<file path="src/rtl/poly_voice_allocator.sv">
// Polyphonic voice allocator: parses the MIDI byte stream into note events,
// then assigns notes to NUM_VOICES voices with retrigger, oldest-voice
// stealing (or dropping), note-off matching and all-notes-off.
//
// Parser states
//   state    | meaning
//   P_IDLE   | no running status; data bytes are ignored
//   P_DATA1  | running status held, waiting for first data byte
//   P_DATA2  | first data byte held, waiting for second data byte
module poly_voice_allocator #(
   parameter int NUM_VOICES   = 4,
   parameter int MIDI_CHANNEL = 0,
   parameter int OMNI         = 0,
   parameter int STEAL_MODE   = 1
) (
   input  logic                            clk100,
   input  logic                            rst_n,
   input  logic [7:0]                      midi_data,
   input  logic                            midi_valid,
   output logic [NUM_VOICES-1:0]           voice_gate,
   output logic [7*NUM_VOICES-1:0]         voice_note,
   output logic [7*NUM_VOICES-1:0]         voice_vel,
   output logic [NUM_VOICES-1:0]           voice_trig,
   output logic                            steal_pulse,
   output logic                            drop_pulse,
   output logic [$clog2(NUM_VOICES+1)-1:0] active_count
);

   localparam int CW = $clog2(NUM_VOICES+1);
   localparam int RW = $clog2(NUM_VOICES);
   localparam logic [3:0]    CHAN   = 4'(MIDI_CHANNEL);
   localparam logic [RW-1:0] OLDEST = RW'(NUM_VOICES-1);

   typedef enum logic [1:0] {P_IDLE, P_DATA1, P_DATA2} pstate_t;
   typedef enum logic [1:0] {EV_NONE, EV_ON, EV_OFF, EV_ALLOFF} ev_t;

   pstate_t    pstate_q;
   logic [7:0] status_q;
   logic [6:0] data1_q;
   ev_t        ev_q;
   ev_t        ev_dec;
   logic [6:0] ev_note_q;
   logic [6:0] ev_vel_q;
   logic       ch_ok;

   logic [NUM_VOICES-1:0]           gate_q, gate_d;
   logic [NUM_VOICES-1:0][6:0]      note_q, note_d;
   logic [NUM_VOICES-1:0][6:0]      vel_q, vel_d;
   logic [NUM_VOICES-1:0][RW-1:0]   rank_q, rank_d;
   logic [NUM_VOICES-1:0]           trig_q, trig_d;
   logic                            steal_q, steal_d;
   logic                            drop_q, drop_d;
   logic [CW-1:0]                   cnt_q, cnt_d;

   logic          hit, free, go;
   logic [RW-1:0] hit_idx, free_idx, old_idx, v_idx;

   // Classify the message completed by the current (second) data byte.
   always_comb begin
      ev_dec = EV_NONE;
      ch_ok  = (OMNI != 0) || (status_q[3:0] == CHAN);
      if (ch_ok) begin
         case (status_q[7:4])
            4'h8:    ev_dec = EV_OFF;
            4'h9:    ev_dec = (midi_data[6:0] != 7'd0) ? EV_ON : EV_OFF;
            4'hB: begin
               if (data1_q == 7'd120 || data1_q == 7'd123) ev_dec = EV_ALLOFF;
            end
            default: ev_dec = EV_NONE;
         endcase
      end
   end

   // Byte parser with running status; emits a one-cycle registered event.
   always_ff @(posedge clk100 or negedge rst_n) begin
      if (!rst_n) begin
         pstate_q  <= P_IDLE;
         status_q  <= 8'h00;
         data1_q   <= 7'd0;
         ev_q      <= EV_NONE;
         ev_note_q <= 7'd0;
         ev_vel_q  <= 7'd0;
      end else begin
         ev_q <= EV_NONE;
         if (midi_valid) begin
            if (midi_data[7]) begin
               // Realtime bytes (F8-FF) fall through untouched.
               if (midi_data < 8'hF0) begin
                  status_q <= midi_data;
                  pstate_q <= P_DATA1;
               end else if (midi_data < 8'hF8) begin
                  status_q <= 8'h00;
                  pstate_q <= P_IDLE;
               end
            end else begin
               case (pstate_q)
                  P_DATA1: begin
                     data1_q  <= midi_data[6:0];
                     pstate_q <= P_DATA2;
                  end
                  P_DATA2: begin
                     ev_q      <= ev_dec;
                     ev_note_q <= data1_q;
                     ev_vel_q  <= midi_data[6:0];
                     pstate_q  <= P_DATA1;
                  end
                  default: pstate_q <= P_IDLE;
               endcase
            end
         end
      end
   end

   // Locate a voice already holding the note, the lowest free voice and the oldest voice.
   always_comb begin
      hit      = 1'b0;
      hit_idx  = '0;
      free     = 1'b0;
      free_idx = '0;
      old_idx  = '0;
      for (int i = NUM_VOICES-1; i >= 0; i--) begin
         if (gate_q[i] && note_q[i] == ev_note_q) begin
            hit     = 1'b1;
            hit_idx = RW'(i);
         end
         if (!gate_q[i]) begin
            free     = 1'b1;
            free_idx = RW'(i);
         end
         if (rank_q[i] == OLDEST) old_idx = RW'(i);
      end
   end

   // Apply the pending event to the voice table.
   always_comb begin
      gate_d  = gate_q;
      note_d  = note_q;
      vel_d   = vel_q;
      rank_d  = rank_q;
      trig_d  = '0;
      steal_d = 1'b0;
      drop_d  = 1'b0;
      go      = 1'b0;
      v_idx   = '0;
      case (ev_q)
         EV_ON: begin
            if (hit) begin
               go    = 1'b1;
               v_idx = hit_idx;
            end else if (free) begin
               go    = 1'b1;
               v_idx = free_idx;
            end else if (STEAL_MODE != 0) begin
               go      = 1'b1;
               v_idx   = old_idx;
               steal_d = 1'b1;
            end else begin
               drop_d = 1'b1;
            end
            if (go) begin
               gate_d[v_idx] = 1'b1;
               note_d[v_idx] = ev_note_q;
               vel_d[v_idx]  = ev_vel_q;
               trig_d[v_idx] = 1'b1;
               // Age everything younger than the chosen voice, then make it newest.
               for (int u = 0; u < NUM_VOICES; u++) begin
                  if (rank_q[u] < rank_q[v_idx]) rank_d[u] = rank_q[u] + RW'(1);
               end
               rank_d[v_idx] = '0;
            end
         end
         EV_OFF: begin
            for (int i = 0; i < NUM_VOICES; i++) begin
               if (gate_q[i] && note_q[i] == ev_note_q) gate_d[i] = 1'b0;
            end
         end
         EV_ALLOFF: gate_d = '0;
         default: ;
      endcase
   end

   // Population count of the next gate vector, registered alongside the gates.
   always_comb begin
      cnt_d = '0;
      for (int i = 0; i < NUM_VOICES; i++) cnt_d = cnt_d + CW'(gate_d[i]);
   end

   // Voice table and pulse registers.
   always_ff @(posedge clk100 or negedge rst_n) begin
      if (!rst_n) begin
         gate_q  <= '0;
         note_q  <= '0;
         vel_q   <= '0;
         trig_q  <= '0;
         steal_q <= 1'b0;
         drop_q  <= 1'b0;
         cnt_q   <= '0;
         for (int i = 0; i < NUM_VOICES; i++) rank_q[i] <= RW'(i);
      end else begin
         gate_q  <= gate_d;
         note_q  <= note_d;
         vel_q   <= vel_d;
         rank_q  <= rank_d;
         trig_q  <= trig_d;
         steal_q <= steal_d;
         drop_q  <= drop_d;
         cnt_q   <= cnt_d;
      end
   end

   assign voice_gate   = gate_q;
   assign voice_note   = note_q;
   assign voice_vel    = vel_q;
   assign voice_trig   = trig_q;
   assign steal_pulse  = steal_q;
   assign drop_pulse   = drop_q;
   assign active_count = cnt_q;

endmodule

</file>
<file path="config.mk">
export PLATFORM = sky130hd
export DESIGN_NAME = poly_voice_allocator
export DESIGN_NICKNAME = d
export VERILOG_FILES = /design/src/rtl/poly_voice_allocator.sv
export SDC_FILE = /design/constraint.sdc
export NUM_CORES = 1
export LEC_CHECK = 0
export CORE_UTILIZATION = 45
export DETAILED_ROUTE_END_ITERATION = 8
export MAX_ROUTING_LAYER = met4
export PLACE_DENSITY_LB_ADDON = 0.08
export SYNTH_ARGS = -nofsm -noshare
export SYNTH_HDL_FRONTEND = slang
export SYNTH_SLANG_ARGS = --single-unit
</file>
<file path="constraint.sdc">
create_clock -name clk100 -period 9.25 [get_ports clk100]
set_clock_uncertainty 0.2 [all_clocks]
set_input_delay 0.925 -clock clk100 [delete_from_list [all_inputs] [get_ports clk100]]
set_output_delay 0.925 -clock clk100 [all_outputs]
set_load 0.01 [all_outputs]
</file>
## Word-level counts from Yosys, hierarchy flattened

Cells that the tools add are included.

- Input bits: 11
- Flip-flop bits (word level): 109
- Output and inout port bits: 69
- Word-level logic and storage cells: 144

- Reductions and logical operators: 14
- Equality and inequality tests: 19
- $lt $le $gt $ge: 8
- Add/subtract/negate cells: 7
- Multiplexer cells: 70
- Bitwise gates (word level): 4

Operators by type and width:

| operator | count |
|---|---|
| 2-to-1 mux 2 bit | 38 |
| bitwise mux 28 bit | 2 |
| == test 7 bit | 4 |
| 2-to-1 mux 1 bit | 17 |
| < comparator 8 bit (second input constant) | 2 |
| 2-to-1 mux 8 bit | 2 |
| demux 7 bit (select 2 bit) | 1 |
| == test 2 bit (second input constant) | 7 |
| == test 7 bit (second input constant) | 2 |
| == test 4 bit (second input constant) | 3 |
| 2-to-1 mux 4 bit | 3 |
| case mux 4 bit (3 select lines) | 1 |
| AND reduction 3 bit | 3 |
| adder 2 x 1 -> 2 bit (second input constant) | 4 |
| bitwise AND 8 bit | 1 |
| < comparator 2 bit | 4 |
| NOT 8 bit | 1 |
| 2-to-1 mux 7 bit | 1 |
| nonzero test 7 bit | 1 |
| case mux 2 bit (3 select lines) | 1 |
| logical AND 1 bit | 5 |
| binary-select mux 2 bit (select 2 bit) | 1 |
| demux 2 bit (select 2 bit) | 1 |
| == test 2 x 1 -> 1 bit (second input constant) | 2 |
| 14 further kinds | 15 |

## Depth between registers and ports, before layout

Gate-level depths: netlist (run 1).

- Depth in word-level cells: 18
- Mapped depth: 14
- Depth with buffers taken out: 13

## Worst setup path before layout (run 1)

No wires, ideal clock.

- Path kind: reg-to-reg
- From: register ev_note_q[4]
- To: register rank_q[7] (netlist bit)
- Required time: 8.960 ns
- Period minus slack after synthesis: 3.493 ns
- Path slack: 5.757 ns
- Stages on the path, launching flop included: 14
- Arrival: 3.203 ns
- Setup time: 0.090 ns
- Path through: dfrtp_1 buf_2 xnor2_1 nand4_1 or4_1 o311ai_1 buf_4 mux2_2 o21ai_0 ha_1 nor2_1 and4_1 o211a_1 nor4_2

- Longest elaborated chain between the ends: 15
- Elaborated cells on any way between the ends: 31
- Those cells by class: order compare: 3; eq/ne: 4; mux: 17; bitwise: 2; reduce/logical: 5

RTL lines:

| element | RTL line | source |
|---|---|---|
| from (decl) | 42 | `logic [6:0] ev_note_q;` |
| from (signal assigned) | 103 | `ev_note_q <= data1_q;` |
| == test 7 bit | 122 | `if (gate_q[i] && note_q[i] == ev_note_q) begin` |
| logical AND 1 bit | 122 |  |
| 2-to-1 mux 2 bit or 2-to-1 mux 1 bit (tied branches) (4 in a row) | 122 |  |
| 2-to-1 mux 2 bit * | 147 | `if (hit) begin` |
| 2-to-1 mux 2 bit * | 145 | `case (ev_q)` |
| binary-select mux 2 bit (select 2 bit) | 167 | `if (rank_q[u] < rank_q[v_idx]) rank_d[u] = rank_q[u] + RW'(1);` |
| 2-to-1 mux 2 bit (not written as such) | 167 |  |
| < comparator 2 bit | 167 |  |
| 2-to-1 mux 2 bit | 167 |  |
| 2-to-1 mux 2 bit | 160 | `if (go) begin` |
| 2-to-1 mux 2 bit | 145 |  |
| bitwise AND 8 bit (no line) * | n/a |  |
| to (signal assigned) | 203 | `rank_q <= rank_d;` |
| to (decl) | 49 | `logic [NUM_VOICES-1:0][RW-1:0] rank_q, rank_d;` |

Mark *: on every way between the ends. The rest lies on a longest branch, timed or not. The select of a mux whose other input is x is not followed.
A chain may end at the register's enable or synchronous reset.

## Worst setup path after layout (run 1)

- From: register ev_note_q[2]
- To: register cnt_q[1] (netlist: active_count[1])

- Elaborated cells on any way between the ends: 33
- Those cells by class: add/sub: 3; order compare: 2; eq/ne: 4; mux: 18; bitwise: 1; reduce/logical: 5

RTL lines:

| element | RTL line | source |
|---|---|---|
| == test 7 bit | 122, 174 |  |
| logical AND 1 bit | 122, 174 |  |
| 2-to-1 mux 2 bit or 2-to-1 mux 1 bit (tied branches) (4 in a row) | 122 |  |
| 2-to-1 mux 2 bit | 147 |  |
| 2-to-1 mux 2 bit | 145 |  |
| < comparator 2 x 3 -> 1 bit (not written as such) or greater-or-equal comparator 2 x 1 -> 1 bit (tied branches) | 161 | `gate_d[v_idx] = 1'b1;` |
| logical AND 1 bit (not written as such) | 161 |  |
| 2-to-1 mux 1 bit (not written as such) | 161 |  |
| demux 1 bit (select 2 bit) | 161 |  |
| bitwise OR 4 bit (no line) | n/a |  |
| 2-to-1 mux 4 bit | 160 |  |
| case mux 4 bit (3 select lines) * | 145 |  |
| via gate_d[3] | 46 | `logic [NUM_VOICES-1:0] gate_q, gate_d;` |
| adder 3 x 1 -> 3 bit * | 185 | `for (int i = 0; i < NUM_VOICES; i++) cnt_d = cnt_d + CW'(gate_d[i]);` |
| via cnt_d[1] | 53 | `logic [CW-1:0] cnt_q, cnt_d;` |
| to (signal assigned) | 207 | `cnt_q <= cnt_d;` |
| to (decl) | 53 |  |

The timed path passes the listed nets; every way through them passes the cells marked *. The select of a mux whose other input is x is not followed.

==> flow_metrics.env, run 1 <==
export IMPL_area_growth_pct=21.2
export IMPL_cts_sinks=109
export IMPL_initial_utilization_pct=46.0
export IMPL_internal_power_uw=786
export IMPL_dp_hpwl_mm=8.57
export IMPL_wl_met1_mm=5.84
export IMPL_r2r_start="ev_note_q[2]$_DFFE_PN0P_"
export IMPL_num_io_pins=80
export IMPL_yosys_register_bits=109
export IMPL_clock_latency_ns=0.35
export IMPL_seqPwrFrac_pct=54.2
export IMPL_dpl_worst_slack_ns=5.10
export IMPL_clockRootBuffer="clkbuf_16"
export IMPL_slew_headroom_pct=36.1
export IMPL_synthesis_nets=502
export IMPL_max_freq_ghz=0.242
export IMPL_fin_util_pct=55.8
export IMPL_portBuffers=78
export IMPL_antenna_left=0
export IMPL_p_comb_share_pct=14.1
export IMPL_min_from="voice_vel[11]$_DFFE_PN0P_"
export IMPL_wl_met2_mm=5.61
export IMPL_rows=39
export IMPL_drc=0
export IMPL_numCtsBuffers=9
export IMPL_cp_slowest_cell="or3_1"
export IMPL_path_cells="xor2_1 -> or4_1 -> a2bb2oi_1 -> a211o_4 -> nand2_2 -> or3_1 -> nand2_1 -> fa_1 -> ha_1 -> ha_1"
export IMPL_r2r_cells=10
export IMPL_layout_common_cells="121 x nand2_1, 105 x dfrtp_1, 77 x clkdlybuf4s50_1"
export IMPL_tns_ns=0
export IMPL_cpLargestDelayFamily="simple AND/OR/NAND/NOR gates"
export IMPL_fin_crit_ns=4.14
export IMPL_min_path_type="reg2reg"
export IMPL_grt_pass1_wl_mm=19.9
export IMPL_drive_above_1_share_pct=15.3
export IMPL_cts_setup_buffers=0
export IMPL_crit_path_max_incr_delay_ns=0.59
export IMPL_drt_pass1_iter_count=4
export IMPL_critPathMaxFanout=17
export IMPL_rrSetupSlack_ns=5.11
export IMPL_synthCells=480
export IMPL_finalPower_uw=1100
export IMPL_setup_slack_ns=5.11
export IMPL_max_slew_worst_pin_slew_ns=0.958
export IMPL_min_to="voice_vel[11]$_DFFE_PN0P_"
export IMPL_netlist_area_um2=5250
export IMPL_diodes=0
export IMPL_cp_arrival_ns=4.17
export IMPL_swShare_pct=28.6
export IMPL_gp_congestion=0.918
export IMPL_placed_cells=683
export IMPL_avgRoutedWirePerCell_um=17.3
export IMPL_drt_vias_per_instance=5.32
export IMPL_final_cells=699
export IMPL_outcome="complete, no violations"
export IMPL_drt_initial_drc_count=241
export IMPL_die_area_um2=12100
export IMPL_final_max_slew_violation_count=0
export IMPL_clock_tree_buffer_depth=2
export IMPL_cts_tree="yes"
export IMPL_vias=3717
export IMPL_ys_flop_type="dfrtp_1"
export IMPL_whs_path_depth=2
export IMPL_yosysUniqueCellTypes=59
export IMPL_endpoint_kind="flip-flop"
export IMPL_crit_required_ns=9.28
export IMPL_cts_hold_buf=0
export IMPL_grt_pass1_vias=3761
export IMPL_rsz0062_at_grt="false"
export IMPL_grt_ovfl_total=0
export IMPL_ctsHtreeMaxLevel=3
export IMPL_fin_crit_sh_pct=44.7
export IMPL_clkSlewWorstSetupHoldPaths_ns=0.07
export IMPL_syn_area_per_cell_um2=10.9
export IMPL_crit_top_cell="ha_1"
export IMPL_yosys_warnings=0
export IMPL_grt_max_degree=78
export IMPL_grt_util_all_layers_pct=22.9
export IMPL_critPathKind="reg2reg"
export IMPL_clock_power_share_pct=31.7
export IMPL_synth_async_sr_flop_share_pct=100
export IMPL_cts_resized=0
export IMPL_maxCapViolCount=0
export IMPL_wl_met3_um=580
export IMPL_hold_viol=0
export IMPL_final_common_cell="nand2_1"
export IMPL_p_leak_uw=0.00309
export IMPL_peakVddDrop_v=0.000117
export IMPL_r2r_end="active_count[1]$_DFF_PN0_"
export IMPL_power_density_nw_per_um2=173
export IMPL_synth_edf_count=0
export IMPL_setup_viol=0
export IMPL_critical_path_startpoint="ev_note_q[2]$_DFFE_PN0P_"
export IMPL_ys_seq_area_share_pct=52.0
export IMPL_cp_start_kind="flip-flop"
export IMPL_die_h_um=110
export IMPL_routed_wl_mm=12.1
export IMPL_p_sw_uw=315
export IMPL_core_um2=11400
export IMPL_dr_max_layer_used="met4"
export IMPL_path_buf_inv=0
export IMPL_antenna_found_initial=0
export IMPL_die_w_um=110
export IMPL_nets=573
[per-stage QoR]
| stage | cell area (um2) | hold WS [ns] |
|---|---|---|
| after floorplan | 5250 | 0.241 |
| after global placement | 6110 | 0.255 |
| after detailed placement | 6110 | 0.268 |
| after CTS | 6370 | 0.285 |
| after global routing | 6370 | 0.311 |
| final | 6370 | 0.278 |
[power groups by stage]
stage / clock [uW] / combinational [uW] / sequential [uW]
2_1_floorplan: 0 / 163 / 550
3_3_place_gp: 0 / 153 / 606
3_5_place_dp: 0 / 156 / 608
4_1_cts: 360 / 157 / 598
5_1_grt: 379 / 177 / 607
6_report: 349 / 155 / 597
[area by class of cell]
| type | count | area (um2) |
|---|---|---|
| Clock buffer | 14 | 244 |
| Clock inverter | 2 | 12.5 |
| Fill cell | 1019 | 5050 |
| Inverter | 11 | 41.3 |
| Multi-Input combinational cell | 337 | 2340 |
| Sequential cell | 109 | 2730 |
| Tap cell | 143 | 179 |
| Timing Repair Buffer | 83 | 816 |
[sequential cells by signal (all words and copies together), names as in the netlist]
name and flops:
rank_q 8, status_q 8, voice_trig 4, voice_note 28, voice_gate 4, ev_note_q 7
ev_q 2, ev_vel_q 7, steal_pulse 1, voice_vel 28, active_count 3, data1_q 7
pstate_q 2
[cells in the mapped netlist, types with 3 or more instances]
cell / count / area [um2]
o21ai_0: 17 / 85.1
ha_1: 10 / 125
nand4_1: 6 / 37.5
nor3b_1: 4 / 30.0
mux2_4: 12 / 180
xor2_1: 13 / 114
or4_1: 5 / 37.5
nand2b_1: 5 / 31.3
inv_1: 10 / 37.5
nor2_1: 13 / 48.8
dfrtp_1: 105 / 2630
nand2_1: 121 / 454
buf_2: 9 / 45.0
nor4_1: 3 / 18.8
buf_6: 5 / 56.3
clkbuf_1: 6 / 22.5
a21oi_1: 9 / 45.0
dfstp_2: 4 / 105
nor3_1: 11 / 55.1
nand3_1: 4 / 20.0
a21o_1: 3 / 22.5
xnor2_1: 16 / 140
nor2b_1: 3 / 18.8
mux2i_1: 7 / 70.1
mux2_2: 39 / 439
[logic make-up (layout without fill, tap and decap cells)]
| logic type | after synthesis | in the layout | share of synthesized area, % |
|---|---|---|---|
| simple gates | 188 | 188 | 17.0 |
| fa+ha+maj | 11 | 11 | 2.76 |
| compound gates | 49 | 49 | 6.41 |
| xor+xnor | 29 | 29 | 4.84 |
| buf+inv | 34 | 110 | 3.50 |
| flops | 109 | 109 | 52.0 |
| other cells | 1 | 1 | 0.0714 |
| mux | 59 | 59 | 13.4 |
[how the worst max path moves through the flow]
stage / endpoint / slack, ns / cells after the start
2_1_floorplan: rank_q[7]$_DFFE_PN1P_ / 5.76 / 13
3_3_place_gp: active_count[1]$_DFF_PN0_ / 5.21 / 10
3_5_place_dp: active_count[1]$_DFF_PN0_ / 5.10 / 10
4_1_cts: active_count[1]$_DFF_PN0_ / 5.11 / 10
5_1_grt: active_count[1]$_DFF_PN0_ / 4.85 / 10
6_report: active_count[1]$_DFF_PN0_ / 5.11 / 10
[tightest hold or removal path: cells and delay by family, from the launching register on]
family	cells	cell delay, ns
flip-flops	1	0.34
AND/OR/NAND/NOR	2	0.10
[routing by layer]
| metal | global-route usage (%) | up-vias |
|---|---|---|
| met5 | - | - |
| met4 | 4.67 | 0 |
| met3 | 6.11 | 6 |
| met2 | 34.9 | 103 |
| met1 | 30.8 | 1826 |
| li1 | - | 1782 |
No activity file was read; power rests on OpenSTA's default activity.
==> run 2, diff against run 1 <==
==> constraint.sdc (replaced) <==
create_clock -name clk100 -period 4.3 [get_ports clk100]
set_clock_uncertainty 0.2 [all_clocks]
set_input_delay 0.43 -clock clk100 [delete_from_list [all_inputs] [get_ports clk100]]
set_output_delay 0.43 -clock clk100 [all_outputs]
set_load 0.01 [all_outputs]
==> flow_metrics.env, run 2 (synthesized netlist as in run 1, its figures left out) <==
export IMPL_area_growth_pct=23.2
export IMPL_post_route_cell_area_um2=6470
export IMPL_portBuffers=78
export IMPL_drt_pass1_iter_count=4
export IMPL_busiest_layer="met2"
export IMPL_numCtsBuffers=9
export IMPL_crit_path_max_incr_delay_ns=0.50
export IMPL_cts_tree="yes"
export IMPL_power_density_nw_per_um2=392
export IMPL_drt_initial_drc_count=188
export IMPL_fin_crit_ns=3.91
export IMPL_gp_congestion=0.872
export IMPL_cp_start_kind="flip-flop"
export IMPL_cts_resized=0
export IMPL_tns_ns=0
export IMPL_place_area_um2=6130
export IMPL_die_h_um=110
export IMPL_endpoint_kind="flip-flop"
export IMPL_vias=3756
export IMPL_grt_ovfl_total=0
export IMPL_antenna_left=0
export IMPL_holdWs_ns=0.0612
export IMPL_crit_cells=11
export IMPL_crit_required_ns=4.38
export IMPL_grt_pass1_wl_mm=20.1
export IMPL_core_um2=11400
export IMPL_dp_hpwl_mm=8.73
export IMPL_slew_headroom_pct=28.1
export IMPL_maxCapViolCount=0
export IMPL_rrSetupSlack_ns=0.39
export IMPL_grt_max_degree=87
export IMPL_diodes=0
export IMPL_die_area_um2=12100
export IMPL_outcome="complete, no violations"
export IMPL_gr_usage_met2_pct=35.5
export IMPL_cts_hold_buf=0
export IMPL_path_buf_inv=0
export IMPL_use_met3_pct=4.88
export IMPL_r2r_cells=11
export IMPL_grt_util_met1_pct=30.4
export IMPL_cpLargestDelayFamily="simple AND/OR/NAND/NOR gates"
export IMPL_routed_wl_mm=12.4
export IMPL_drc=0
export IMPL_setup_viol=0
export IMPL_clockRootBuffer="clkbuf_16"
export IMPL_cp_slowest_cell="dfrtp_1"
export IMPL_dpl_worst_slack_ns=0.425
export IMPL_grt_util_all_layers_pct=23.1
export IMPL_max_freq_ghz=0.256
export IMPL_rsz0062_at_grt="false"
export IMPL_peakVddDrop_v=0.000443
export IMPL_num_io_pins=80
export IMPL_avgRoutedWirePerCell_um=17.7
export IMPL_cp_arrival_ns=4.00
export IMPL_antenna_found_initial=0
export IMPL_clkSlewWorstSetupHoldPaths_ns=0.07
export IMPL_layout_common_cells="121 x nand2_1, 105 x dfrtp_1, 77 x clkdlybuf4s50_1"
export IMPL_ctsHtreeMaxLevel=3
export IMPL_final_max_slew_violation_count=0
export IMPL_die_w_um=110
export IMPL_cts_setup_buffers=0
export IMPL_path_cells="xor2_1 -> nor4_1 -> nand3_1 -> o311ai_1 -> mux2_2 -> o21ai_0 -> ha_1 -> nor3_1 -> nor3b_1 -> a311oi_1 -> mux2i_1"
export IMPL_critPathMaxFanout=9
export IMPL_critPathKind="reg2reg"
export IMPL_min_path_type="in2async"
export IMPL_rows=39
export IMPL_setup_slack_ns=0.386
export IMPL_cts_sinks=109
export IMPL_max_slew_worst_pin_slew_ns=1.08
export IMPL_fin_crit_sh_pct=91.0
export IMPL_r2r_end="rank_q[5]$_DFFE_PN1P_"
export IMPL_initial_utilization_pct=46.0
export IMPL_drive_above_1_share_pct=16.6
export IMPL_p_leak_uw=0.00314
export IMPL_final_common_cell="nand2_1"
export IMPL_grt_pass1_vias=3819
export IMPL_r2r_start="ev_note_q[4]$_DFFE_PN0P_"
export IMPL_nets=576
export IMPL_clock_latency_ns=0.36
export IMPL_clock_tree_buffer_depth=2
export IMPL_hold_viol=0
export IMPL_drt_vias_per_instance=5.35
## run 2: cell count changes in the layout (fill, tap and decap cells not counted)
cell	before	now
clkbuf_1	5	0
buf_4	6	9
bufinv_16	0	2
clkinv_4	0	2
clkinv_2	1	0
clkinv_8	0	1
inv_6	0	1
## run 2: stage by stage
step                utilization, %  power, uW  instances
floorplan                        -       1530        480
global placement              53.7       1630        686
detailed placement            53.7       1640        686
CTS                           56.7       2570        702
global route                  56.7       2660        702
finish                        56.7       2540        702
## run 2: report_power, final
part	switching, uW	internal, uW
logic	160	184
registers	163	1110
clock network	396	520
total	719	1820
## run 2: layout make-up
class                           instances  area, um2
Fill cell                            1010       4950
Sequential cell                       109       2730
Multi-Input combinational cell        337       2340
Timing Repair Buffer                   86        838
Clock buffer                            9        225
Tap cell                              143        179
Clock inverter                          7        110
Inverter                               11       41.3
## run 2: layer usage
layer / part of all wire (%) / vias to the layer above
li1: - / 1794
met1: 47 / 1838
met2: 47 / 110
met3: 4.9 / 14
met4: 1.2 / 0
met5: 0 / -
## run 2: worst max-delay path by stage
stage                                   startpoint                     to  slack [ns]
after floorplan           ev_note_q[4]$_DFFE_PN0P_  rank_q[7]$_DFFE_PN1P_        0.81
after global placement    ev_note_q[1]$_DFFE_PN0P_  rank_q[5]$_DFFE_PN1P_        0.59
after detailed placement  ev_note_q[4]$_DFFE_PN0P_  rank_q[5]$_DFFE_PN1P_        0.42
after CTS                 ev_note_q[4]$_DFFE_PN0P_  rank_q[5]$_DFFE_PN1P_        0.39
after global routing      ev_note_q[4]$_DFFE_PN0P_  rank_q[5]$_DFFE_PN1P_         0.1
final                     ev_note_q[4]$_DFFE_PN0P_  rank_q[5]$_DFFE_PN1P_        0.39
==> run 3, diff against run 2 <==
--- a/config.mk
+++ b/config.mk
@@ -9,6 +9,7 @@
 export DETAILED_ROUTE_END_ITERATION = 8
 export MAX_ROUTING_LAYER = met4
 export PLACE_DENSITY_LB_ADDON = 0.08
+export SLEW_MARGIN = 15
 export SYNTH_ARGS = -nofsm -noshare
 export SYNTH_HDL_FRONTEND = slang
 export SYNTH_SLANG_ARGS = --single-unit
==> flow_metrics.env, run 3 (synthesized netlist as in run 1, its figures left out) <==
export IMPL_outcome="complete, no violations"
export IMPL_rrSetupSlack_ns=0.38
export IMPL_num_io_pins=80
export IMPL_setup_slack_ns=0.382
export IMPL_drt_vias_per_instance=5.37
export IMPL_drt_pass1_iter_count=4
export IMPL_holdWs_ns=0.281
export IMPL_finalPower_uw=2540
export IMPL_antenna_found_initial=0
export IMPL_die_h_um=110
export IMPL_avgRoutedWirePerCell_um=17.6
export IMPL_crit_required_ns=4.39
export IMPL_initial_utilization_pct=46.0
export IMPL_fin_crit_sh_pct=91.1
export IMPL_clock_latency_ns=0.36
export IMPL_setup_viol=0
export IMPL_peakVddDrop_v=0.000442
export IMPL_area_growth_pct=23.4
export IMPL_final_common_cell="nand2_1"
export IMPL_drive_above_1_share_pct=16.6
export IMPL_clockRootBuffer="clkbuf_16"
export IMPL_cts_tree="yes"
export IMPL_nets=577
export IMPL_clock_tree_buffer_depth=2
export IMPL_max_freq_ghz=0.255
export IMPL_die_w_um=110
export IMPL_whs_path_depth=2
export IMPL_grt_ovfl_total=0
export IMPL_final_max_slew_violation_count=0
export IMPL_layout_common_cells="121 x nand2_1, 105 x dfrtp_1, 77 x clkdlybuf4s50_1"
export IMPL_drt_initial_drc_count=184
export IMPL_dpl_worst_slack_ns=0.425
export IMPL_final_cells=703
export IMPL_dp_hpwl_mm=8.73
export IMPL_cts_setup_buffers=0
export IMPL_core_um2=11400
export IMPL_slew_headroom_pct=47.7
export IMPL_path_cells="xor2_1 -> nor4_1 -> nand3_1 -> o311ai_1 -> mux2_2 -> o21ai_0 -> ha_1 -> nor3_1 -> nor3b_1 -> a311oi_1 -> mux2i_1"
export IMPL_critPathMaxFanout=9
export IMPL_crit_path_max_incr_delay_ns=0.51
export IMPL_critPathKind="reg2reg"
export IMPL_drc=0
export IMPL_min_from="status_q[6]$_DFFE_PN0P_"
export IMPL_r2r_cells=11
export IMPL_grt_pass1_vias=3819
export IMPL_cp_arrival_ns=4.01
export IMPL_grt_max_degree=87
export IMPL_grt_pass1_wl_mm=20.1
export IMPL_gp_congestion=0.872
export IMPL_p_leak_uw=0.00314
export IMPL_rsz0062_at_grt="false"
export IMPL_tns_ns=0
export IMPL_hold_viol=0
export IMPL_endpoint_kind="flip-flop"
export IMPL_min_to="status_q[6]$_DFFE_PN0P_"
export IMPL_die_area_um2=12100
export IMPL_power_density_nw_per_um2=392
export IMPL_cts_resized=0
export IMPL_cp_start_kind="flip-flop"
export IMPL_vias=3777
export IMPL_cts_sinks=109
export IMPL_min_path_type="reg2reg"
export IMPL_diodes=0
export IMPL_ctsHtreeMaxLevel=3
export IMPL_r2r_start="ev_note_q[4]$_DFFE_PN0P_"
export IMPL_antenna_left=0
export IMPL_fin_crit_ns=3.92
export IMPL_rows=39
export IMPL_maxCapViolCount=0
export IMPL_portBuffers=78
export IMPL_clkSlewWorstSetupHoldPaths_ns=0.07
export IMPL_numCtsBuffers=9
export IMPL_grt_util_all_layers_pct=23.1
export IMPL_cp_slowest_cell="dfrtp_1"
export IMPL_max_slew_worst_pin_slew_ns=0.785
export IMPL_placed_cells=686
export IMPL_r2r_end="rank_q[5]$_DFFE_PN1P_"
export IMPL_cts_hold_buf=0
export IMPL_routed_wl_mm=12.4
==> run 3: cell count changes in the layout (fill, tap and decap cells not counted), sizes merged <==
cell	previous run	this run
dlygate4sd3	0	1
==> run 3: stage by stage <==
| step | area (um2) | utilization (%) |
|---|---|---|
| after floorplan | 5250 | - |
| after global placement | 6130 | 53.7 |
| after detailed placement | 6130 | 53.7 |
| after CTS | 6470 | 56.7 |
| after global routing | 6480 | 56.8 |
| final | 6480 | 56.8 |
==> run 3: how the worst max path moves through the flow <==
stage                                   from                     to  slack, ns  depth (start not counted)
global route        ev_note_q[4]$_DFFE_PN0P_  rank_q[5]$_DFFE_PN1P_        0.1                         11
floorplan           ev_note_q[4]$_DFFE_PN0P_  rank_q[7]$_DFFE_PN1P_       0.81                         13
CTS                 ev_note_q[4]$_DFFE_PN0P_  rank_q[5]$_DFFE_PN1P_       0.39                         11
finish              ev_note_q[4]$_DFFE_PN0P_  rank_q[5]$_DFFE_PN1P_       0.38                         11
global placement    ev_note_q[1]$_DFFE_PN0P_  rank_q[5]$_DFFE_PN1P_       0.59                         11
detailed placement  ev_note_q[4]$_DFFE_PN0P_  rank_q[5]$_DFFE_PN1P_       0.42                         11
==> run 3: routing by layer <==
metal | up-vias | wire length (um) | track usage [%]
met5 | - | 0 | -
met4 | 0 | 178 | 7.81
met3 | 16 | 624 | 4.88
met2 | 107 | 5870 | 35.5
met1 | 1858 | 5720 | 30.4
li1 | 1796 | - | -
==> run 3: worst max-delay path: cells and delay by family (launching register included) <==
| kind | cells | cell delay (ns) |
|---|---|---|
| adder cells (fa/ha/maj) | 1 | 0.29 |
| flip-flops | 1 | 0.51 |
| AO/OA/AOI/OAI | 3 | 1.01 |
| multiplexers | 2 | 0.61 |
| XOR/XNOR | 1 | 0.22 |
| AND/OR/NAND/NOR | 4 | 1.03 |
==> run 3: report_power, final <==
part	internal, uW	leakage (uW)	switching [uW]
clock	520	0.000159	398
combinational	185	0.00153	160
sequential	1110	0.00146	164
==> run 3: area by class of cell <==
cell class                      count  area, um2
Fill cell                        1009       4940
Sequential cell                   109       2730
Multi-Input combinational cell    337       2340
Timing Repair Buffer               87        852
Clock buffer                        9        225
Tap cell                          143        179
Clock inverter                      7        110
Inverter                           11       41.3
